==> src/rtl/display_hex.sv <==
// Responder for the nibble display handshake: renders one hex digit per
// start/done transaction as a 5x5 cell (4x5 glyph + spacer) into a pixel framebuffer.
module display_hex #(
  parameter int chars = 8,
  parameter int xw    = 6
) (
  input  logic          clock,
  input  logic          reset,
  input  logic [3:0]    display_hex_data_in,
  input  logic          display_hex_start,
  input  logic          clearAll,
  output logic          display_hex_done,
  output logic          fb_we,
  output logic [xw-1:0] fb_x,
  output logic [2:0]    fb_y,
  output logic          fb_pixel,
  output logic          busy
);
  localparam int            CW     = (chars > 1) ? $clog2(chars) : 1;
  localparam logic [xw-1:0] LAST_X = xw'(chars*5 - 1);
  localparam logic [xw-1:0] X5     = xw'(5);
  localparam logic [CW-1:0] LAST_C = CW'(chars - 1);

  typedef enum logic [1:0] {S_IDLE, S_DRAW, S_DONE, S_CLEAR} state_t;

  state_t        r_state, w_state_nx;
  logic [CW-1:0] r_cursor, w_cursor_nx;
  logic [2:0]    r_row, w_row_nx, r_col, w_col_nx;
  logic [3:0]    r_digit, w_digit_nx;
  logic          r_clr_pend, w_pend_nx;
  logic [xw-1:0] r_cx, w_cx_nx;
  logic [2:0]    r_cy, w_cy_nx;
  logic          r_we, w_we_nx, r_done, w_done_nx, r_pix, w_pix_nx, r_busy;
  logic [xw-1:0] r_x, w_x_nx;
  logic [2:0]    r_y, w_y_nx;
  logic [xw-1:0] w_base;

  // Glyph rows are nibbles, top row in the MSBs; within a nibble MSB is leftmost.
  function automatic logic glyph_pix(input logic [3:0] d, input logic [2:0] row,
                                     input logic [2:0] col);
    logic [19:0] g;
    logic [4:0]  idx;
    g = 20'h0;
    case (d)
      4'h0: g = 20'hF999F;  4'h1: g = 20'h26227;
      4'h2: g = 20'hF1F8F;  4'h3: g = 20'hF1F1F;
      4'h4: g = 20'h99F11;  4'h5: g = 20'hF8F1F;
      4'h6: g = 20'hF8F9F;  4'h7: g = 20'hF1111;
      4'h8: g = 20'hF9F9F;  4'h9: g = 20'hF9F1F;
      4'hA: g = 20'hF9F99;  4'hB: g = 20'hE9E9E;
      4'hC: g = 20'hF888F;  4'hD: g = 20'hE999E;
      4'hE: g = 20'hF8F8F;  default: g = 20'hF8F88;
    endcase
    idx = 5'd19 - {row, 2'b00} - {2'b00, col};
    if (col > 3'd3 || row > 3'd4) return 1'b0;
    return g[idx];
  endfunction

  assign w_base = xw'(r_cursor) * X5;

  // Outputs are computed alongside the next state so they leave flops.
  always_comb begin
    w_state_nx  = r_state;
    w_cursor_nx = r_cursor;
    w_row_nx    = r_row;
    w_col_nx    = r_col;
    w_digit_nx  = r_digit;
    w_pend_nx   = r_clr_pend;
    w_cx_nx     = r_cx;
    w_cy_nx     = r_cy;
    w_we_nx     = 1'b0;
    w_done_nx   = 1'b0;
    w_x_nx      = r_x;
    w_y_nx      = r_y;
    w_pix_nx    = 1'b0;
    case (r_state)
      S_IDLE: begin
        if (clearAll || r_clr_pend) begin
          w_state_nx = S_CLEAR;
          w_pend_nx  = 1'b0;
          w_cx_nx    = '0;
          w_cy_nx    = 3'd0;
          w_we_nx    = 1'b1;
          w_x_nx     = '0;
          w_y_nx     = 3'd0;
        end else if (display_hex_start) begin
          w_state_nx = S_DRAW;
          w_digit_nx = display_hex_data_in;
          w_row_nx   = 3'd0;
          w_col_nx   = 3'd0;
          w_we_nx    = 1'b1;
          w_x_nx     = w_base;
          w_y_nx     = 3'd0;
          w_pix_nx   = glyph_pix(display_hex_data_in, 3'd0, 3'd0);
        end
      end
      S_DRAW: begin
        if (clearAll) w_pend_nx = 1'b1;
        if (r_row == 3'd4 && r_col == 3'd4) begin
          w_state_nx = S_DONE;
          w_done_nx  = 1'b1;
        end else begin
          if (r_col == 3'd4) begin
            w_col_nx = 3'd0;
            w_row_nx = r_row + 3'd1;
          end else begin
            w_col_nx = r_col + 3'd1;
          end
          w_we_nx  = 1'b1;
          w_x_nx   = w_base + xw'(w_col_nx);
          w_y_nx   = w_row_nx;
          w_pix_nx = glyph_pix(r_digit, w_row_nx, w_col_nx);
        end
      end
      S_DONE: begin
        // Sender still holds start with the old digit here, so never accept.
        if (clearAll) w_pend_nx = 1'b1;
        w_cursor_nx = (r_cursor == LAST_C) ? '0 : r_cursor + CW'(1);
        w_state_nx  = S_IDLE;
      end
      default: begin
        if (r_cx == LAST_X && r_cy == 3'd4) begin
          w_state_nx  = S_IDLE;
          w_cursor_nx = '0;
        end else begin
          if (r_cx == LAST_X) begin
            w_cx_nx = '0;
            w_cy_nx = r_cy + 3'd1;
          end else begin
            w_cx_nx = r_cx + xw'(1);
          end
          w_we_nx = 1'b1;
          w_x_nx  = w_cx_nx;
          w_y_nx  = w_cy_nx;
        end
      end
    endcase
  end

  always_ff @(posedge clock or posedge reset) begin
    if (reset) begin
      r_state    <= S_IDLE;
      r_cursor   <= '0;
      r_row      <= 3'd0;
      r_col      <= 3'd0;
      r_digit    <= 4'h0;
      r_clr_pend <= 1'b0;
      r_cx       <= '0;
      r_cy       <= 3'd0;
      r_we       <= 1'b0;
      r_done     <= 1'b0;
      r_x        <= '0;
      r_y        <= 3'd0;
      r_pix      <= 1'b0;
      r_busy     <= 1'b0;
    end else begin
      r_state    <= w_state_nx;
      r_cursor   <= w_cursor_nx;
      r_row      <= w_row_nx;
      r_col      <= w_col_nx;
      r_digit    <= w_digit_nx;
      r_clr_pend <= w_pend_nx;
      r_cx       <= w_cx_nx;
      r_cy       <= w_cy_nx;
      r_we       <= w_we_nx;
      r_done     <= w_done_nx;
      r_x        <= w_x_nx;
      r_y        <= w_y_nx;
      r_pix      <= w_pix_nx;
      r_busy     <= (w_state_nx != S_IDLE);
    end
  end

  assign display_hex_done = r_done;
  assign fb_we            = r_we;
  assign fb_x             = r_x;
  assign fb_y             = r_y;
  assign fb_pixel         = r_pix;
  assign busy             = r_busy;
endmodule

==> config.mk <==
export PLATFORM = sky130hd
export DESIGN_NAME = display_hex
export DESIGN_NICKNAME = d
export VERILOG_FILES = /design/src/rtl/display_hex.sv
export SDC_FILE = /design/constraint.sdc
export NUM_CORES = 1
export LEC_CHECK = 0
export ABC_CLOCK_PERIOD_IN_PS = 8300
export CAP_MARGIN = 20
export CORE_ASPECT_RATIO = 1.1
export CORE_MARGIN = 1.5
export CORE_UTILIZATION = 55
export CTS_CLUSTER_SIZE = 30
export DETAILED_ROUTE_END_ITERATION = 12
export MAX_ROUTING_LAYER = met4
export PLACE_DENSITY = 0.85
export RECOVER_POWER = 50
export SYNTH_ARGS = -nofsm -noshare
export SYNTH_HDL_FRONTEND = slang
export SYNTH_SLANG_ARGS = --single-unit
==> constraint.sdc <==
create_clock -name clock -period 8.3 [get_ports clock]
set_clock_uncertainty 0.1 [all_clocks]
set_input_delay 1.245 -clock clock [delete_from_list [all_inputs] [get_ports clock]]
set_output_delay 1.245 -clock clock [all_outputs]
set_load 0.05 [all_outputs]
==> results of run 1 <==
final timing paths:
check / start / end / slack (ps) / cells after the start
setup / recovery: clearAll / r_row[2] / 4660 / 7
hold / removal: fb_x[1] / fb_x[1] / 420 / 2
setup reg to reg: r_col[0] / fb_pixel / 5140 / 12
hold reg to reg: fb_x[1] / fb_x[1] / 420 / 2
max in group asynchronous: reset / r_state[0] / 4940 / 3
min in group asynchronous: reset / fb_x[4] / 2010 / 3
sequential cells by signal, summed over array words and instances (netlist names):
name	count
fb_y	3
r_state	2
fb_pixel	1
r_cx	6
display_hex_done	1
r_cursor	3
r_digit	4
r_row	3
r_cy	3
fb_we	1
r_clr_pend	1
r_col	3
busy	1
fb_x	6
cell type report:
type                            instances  area [um2]  area share, %
Multi-Input combinational cell        244        1700           54.8
Timing Repair Buffer                   22         211           6.80
Inverter                               25        93.8           3.02
Tap cell                               58        72.6           2.33
Sequential cell                        38         951           30.6
Clock buffer                            7        76.3           2.46
routing by layer:
layer / routed length, um / part of all wire, %
met1: 2640 / 43
met2: 3190 / 52
met3: 184 / 3.0
met4: 82 / 1.3
met5: 0 / 0
cell usage in the layout (no fill, tap or decap), drive strengths merged, types with 4 or more instances in the layout:
cell	Yosys	layout
clkdlybuf4s50	0	17
xnor2	11	11
a21oi	16	16
a31oi	7	7
a222oi	4	4
nand3	9	9
nor3	5	5
o21ai	30	30
ha	27	27
clkbuf	10	8
nand2b	4	4
nor2	18	18
mux2	5	5
dfrtp	38	38
inv	24	24
nand2	35	35
nor2b	7	7
a21o	6	6
metrics by stage:
stage	hold slack (ps)	utilization [%]	instances	total power [mW]
final	425	62.6	394	0.311
after floorplan	375	-	321	0.192
after global routing	456	62.6	394	0.321
after CTS	431	62.8	394	0.314
after detailed placement	418	61.2	387	0.198
after global placement	393	61.2	387	0.197
worst max-delay path, cell delays in order:
cell           delay, ps
dlygate4sd3_1        580
nor3b_1              800
nand2_1              380
o21ai_0              160
nand2_1              230
a21oi_1              200
o22ai_1              100
cells by family after synthesis:
kind of cell               share of synthesized area (%)
and+or+nand+nor                                     16.5
AOI/OAI and AO/OA                                   24.1
xor gates and xnor gates                            4.36
adders and majority gates                           12.7
DFF                                                 33.8
muxes                                               3.07
buffers and inverters                               5.47
power groups by stage:
stage          clock network [mW]  registers [mW]  logic, mW
2_1_floorplan                   0           0.189    0.00326
3_3_place_gp                    0           0.189    0.00875
3_5_place_dp                    0           0.189    0.00888
4_1_cts                     0.120           0.185    0.00888
5_1_grt                     0.127           0.185    0.00909
6_report                    0.118           0.185    0.00796
==> flow_summary_export.csv, run 1 <==
group,metric,value,unit
floorplanning,core,4970,um2
pwr,p_per_area,100,nW/um2
synthesis,yosysTopAreaCell,"dfrtp_1",
global_routing,antenna_found_initial,0,
routing,via_count,2424,
worst_hold_path,min_path_type,"reg2reg",
global_routing,met1_usage,28.6,%
global_routing,grt-busiest-layer,"met2",
global_routing,first_global_vias,2316,
synthesis,synth.most_common_cell,"dfrtp_1",
cts,root_buffer,"clkbuf_8",
floorplanning,dieArea,5550,um2
routing,dr.pass1.iters,4,
sta,postLayoutSetupSlackWorst,4660,ps
global_routing,grt_pass1_wl,10500,um
cts,cts_tree,"done",
floorplanning,fp.dieW,71.2,um
global_routing,grt-ovfl-total,0,
critical_path,worstSetupPathType,"in2reg",
placement,portBuffers,20,
sta,setup_viol,0,
pwr,pwr-share-comb,2.6,%
placement,dp_hpwl,4630,um
cts,cts_resized,0,
synthesis,postSynthCellCount,321,
critical_path,end_kind,"flip-flop",
placement,dpl-instance-area,3040,um2
critical_path,worstPathArrival,3700,ps
global_routing,use_met2,43.5,%
synthesis,ys_seq_area_share,33.8,%
sta,relSlewSlack,-33.2,%
cts,clkSlewWorstSetupHoldPaths,70,ps
cts,cts_sinks,38,
cts,cts_hold_buf,0,
sta,achievable-frequency,0.275,GHz
routing,ant_nets,0,
synthesis,avgSynthCellArea,8.76,um2
floorplanning,row_count,27,
synthesis,netlist_area,2810,um2
cells_and_area,fin_area,3110,um2
synthesis,yosysWarnings,0,
cells_and_area,area_growth_syn_to_layout,10.5,%
global_routing,grt_max_degree,39,
synthesis,synthTopCellsByArea,"dfrtp_1, ha_1, o21ai_0",
pwr,power_leakage,1.34,nW
critical_path,critPathLaunchType,"primary input",
run_status,violations,"capacitance limit, slew limit",
sta,rsz0062_at_grt,"false",
synthesis,synth_commonest_cells,"dfrtp_1, nand2_1, o21ai_0, ha_1, inv_1",
pwr,internal_power,0.246,mW
synthesis,syn_nets,357,
sta,fin_crit,3640,ps
sta,drv_slew,39,
critical_path,critPathRequiredTime,8360,ps
cts,h-tree-depth,2,
routing,wl,6100,um
placement,dp_slack,4880,ps
pwr,vdd_drop_max,0.000100,V
sta,period_share,43.8,%
critical_path,cp_max_fo,12,
synthesis,synth_ff_type,"dfrtp_1",
floorplanning,die_h,78,um
sta,tightestPinTransition,2000,ps
cells_and_area,nets,372,
placement,gp_congestion,0.902,
pwr,pwr-share-clk,38.0,%
routing,route.detailed.wl_per_inst,15.5,um
floorplanning,start_util,56.6,%
routing,drtIter0Drc,135,
cts,cts_buffers,5,
routing,vias_per_cell,6.15,
global_routing,grtUsageMet3,3.12,%
cts,cts.path.max_buffers,2,
sta,fin_setup_tns,0,ps
pwr,p_sw,0.0655,mW
cells_and_area,layout-drive-gt1-share,5.65,%
floorplanning,ios,21,
synthesis,yosysUniqueCellTypes,57,
cts,cts_setup_buffers,0,
pwr,seqPwrFrac,59.4,%
cells_and_area,num_antenna_cells,0,
synthesis,synth_top_area_share,33.8,%
global_routing,grtUsageTotal,24.5,%
synthesis,synth-seq-cells,38,
pwr,sw_frac_of_total,21.0,%
routing,drc,0,
run,drv_cap,1,
synthesis,synth_enable_flop_cells,0,
sta,hold_violations,0,
synthesis,async_reset_ff_share,100,%
cells_and_area,fillerInstances,417,
cts,clk_latency,290,ps
run_status,status,"finished, violations left",
(Power assumes the default switching activity.)
==> inputs of run 2 (changes only) <==
--- a/config.mk
+++ b/config.mk
@@ -5,7 +5,7 @@
 export SDC_FILE = /design/constraint.sdc
 export NUM_CORES = 1
 export LEC_CHECK = 0
-export ABC_CLOCK_PERIOD_IN_PS = 8300
+export ABC_CLOCK_PERIOD_IN_PS = 3700
 export CAP_MARGIN = 20
 export CORE_ASPECT_RATIO = 1.1
 export CORE_MARGIN = 1.5
==> constraint.sdc (replaced) <==
create_clock -name clock -period 3.7 [get_ports clock]
set_clock_uncertainty 0.1 [all_clocks]
set_input_delay 0.555 -clock clock [delete_from_list [all_inputs] [get_ports clock]]
set_output_delay 0.555 -clock clock [all_outputs]
set_load 0.05 [all_outputs]
==> flow_summary_export.csv, run 2 (synthesized netlist as in run 1, its figures left out) <==
group,metric,value,unit
cts,clkSlewWorstSetupHoldPaths,80,ps
cts,cts_resized,0,
critical_path,cp_max_fo,10,
critical_path,crit_slowest_cell,"and2_0",
placement,dp_hpwl,4570,um
floorplanning,row_count,27,
global_routing,antenna_found_initial,0,
global_routing,grt_pass1_wl,10700,um
pwr,vdd_drop_max,0.000376,V
cells_and_area,final_cell_mix,"dfrtp_1, nand2_1, o21ai_0",
floorplanning,start_util,56.6,%
sta,tightestPinTransition,2070,ps
pwr,power_leakage,1.38,nW
global_routing,met1_usage,30.5,%
critical_path,worstSetupPathType,"reg2reg",
floorplanning,die_h,78,um
floorplanning,fp.dieW,71.2,um
critical_path,crit_path_cell_trace,"inv_1 > ha_1 > and2_0 > xnor2_1 > ha_1 > inv_1 > ha_1 > a21o_1 > a21oi_1 > xnor2_1 > a221o_1 > o221ai_2",
routing,ant_nets,0,
routing,route.detailed.wl_per_inst,15.8,um
global_routing,grt_max_degree,39,
routing,wl,6270,um
routing,drtIter0Drc,180,
placement,portBuffers,20,
cts,cts_sinks,38,
cts,cts_buffers,5,
worst_hold_path,min_path_type,"reg2reg",
cells_and_area,nets,373,
critical_path,end_kind,"flip-flop",
global_routing,grt-busiest-layer,"met2",
run_status,violations,"capacitance limit, slew limit",
critical_path,rrSetupSlack,570,ps
routing,drc,0,
critical_path,critPathRequiredTime,3820,ps
cts,root_buffer,"clkbuf_8",
sta,period_share,84.7,%
critical_path,timing.critical_path.mode_cell,"ha_1",
floorplanning,dieArea,5550,um2
global_routing,grtUsageMet3,3.77,%
cells_and_area,fillerInstances,385,
cts,cts_setup_buffers,0,
cts,cts_hold_buf,0,
sta,hold_violations,0,
sta,setup_viol,0,
cells_and_area,area_growth_syn_to_layout,13.3,%
cells_and_area,fin_area,3190,um2
routing,via_count,2453,
sta,rsz0062_at_grt,"false",
cts,h-tree-depth,2,
routing,dr.pass1.iters,4,
sta,drv_slew,39,
placement,gp_congestion,0.998,
placement,dpl-instance-area,3050,um2
cells_and_area,final_common_cell,"dfrtp_1",
sta,fin_setup_tns,0,ps
floorplanning,ios,21,
global_routing,first_global_vias,2379,
cts,cts.path.max_buffers,2,
critical_path,critPathLaunchType,"flip-flop",
run_status,status,"finished, violations left",
sta,relSlewSlack,-38.3,%
run,drv_cap,1,
global_routing,grtUsageTotal,24.3,%
cts,cts_tree,"done",
routing,vias_per_cell,6.19,
floorplanning,core,4970,um2
sta,achievable-frequency,0.319,GHz
cells_and_area,layout-drive-gt1-share,7.10,%
cts,clk_latency,300,ps
pwr,p_per_area,275,nW/um2
critical_path,max_stage_delay,460,ps
cells_and_area,num_antenna_cells,0,
critical_path,worstPathArrival,3250,ps
global_routing,grt-ovfl-total,0,
global_routing,use_met2,39.7,%
sta,fin_crit,3130,ps
run 2: cell count changes in the layout (fill, tap and decap cells not counted), sizes merged:
cell    change
bufinv      +2
clkbuf      -1
buf         +1
run 2: layout make-up:
class / count / area [um2] / share of cell area (%)
Sequential cell: 38 / 951 / 29.8
Clock buffer: 6 / 82.6 / 2.59
Multi-Input combinational cell: 244 / 1710 / 53.6
Tap cell: 58 / 72.6 / 2.28
Timing Repair Buffer: 23 / 219 / 6.87
Clock inverter: 2 / 60.1 / 1.88
Inverter: 25 / 93.8 / 2.94
run 2: worst max-delay path, delay by kind of cell (launching register included):
family,cells,cell delay [ps]
AOI/OAI and AO/OA,4,760
and+or+nand+nor,1,460
xor gates and xnor gates,2,280
adders and majority gates,3,870
buffers and inverters,2,140
DFF,1,440
run 2: power by group:
group | leakage, nW | internal, mW | switching [mW] | total [mW]
Combinational | 0.835 | 0.00740 | 0.0110 | 0.0184
Sequential | 0.475 | 0.415 | 0 | 0.415
Clock | 0.0714 | 0.288 | 0.154 | 0.442
Total | 1.38 | 0.710 | 0.165 | 0.875
run 2: stage by stage:
step,util (%),hold WS (ps),cells,power (mW),setup slack (ps)
2_1_floorplan,-,375,321,0.430,945
4_1_cts,64.2,431,396,0.881,711
3_3_place_gp,61.4,407,388,0.443,830
5_1_grt,64.2,464,396,0.896,389
6_report,64.2,428,396,0.875,566
3_5_place_dp,61.4,419,388,0.443,737
run 2: final timing paths:
check	startpoint	endpoint	depth (start not counted)
max	r_col[0]	fb_pixel	12
min	r_cy[0]	r_cy[0]	1
max reg2reg	r_col[0]	fb_pixel	12
min reg2reg	r_cy[0]	r_cy[0]	1
max in group asynchronous	reset	r_cx[5]	3
min in group asynchronous	reset	fb_x[4]	3
run 2: routing by layer:
metal,vias up,share of wire (%)
li1,1198,-
met1,1193,45
met4,0,1.7
met2,52,50
met3,10,3.6
met5,-,0
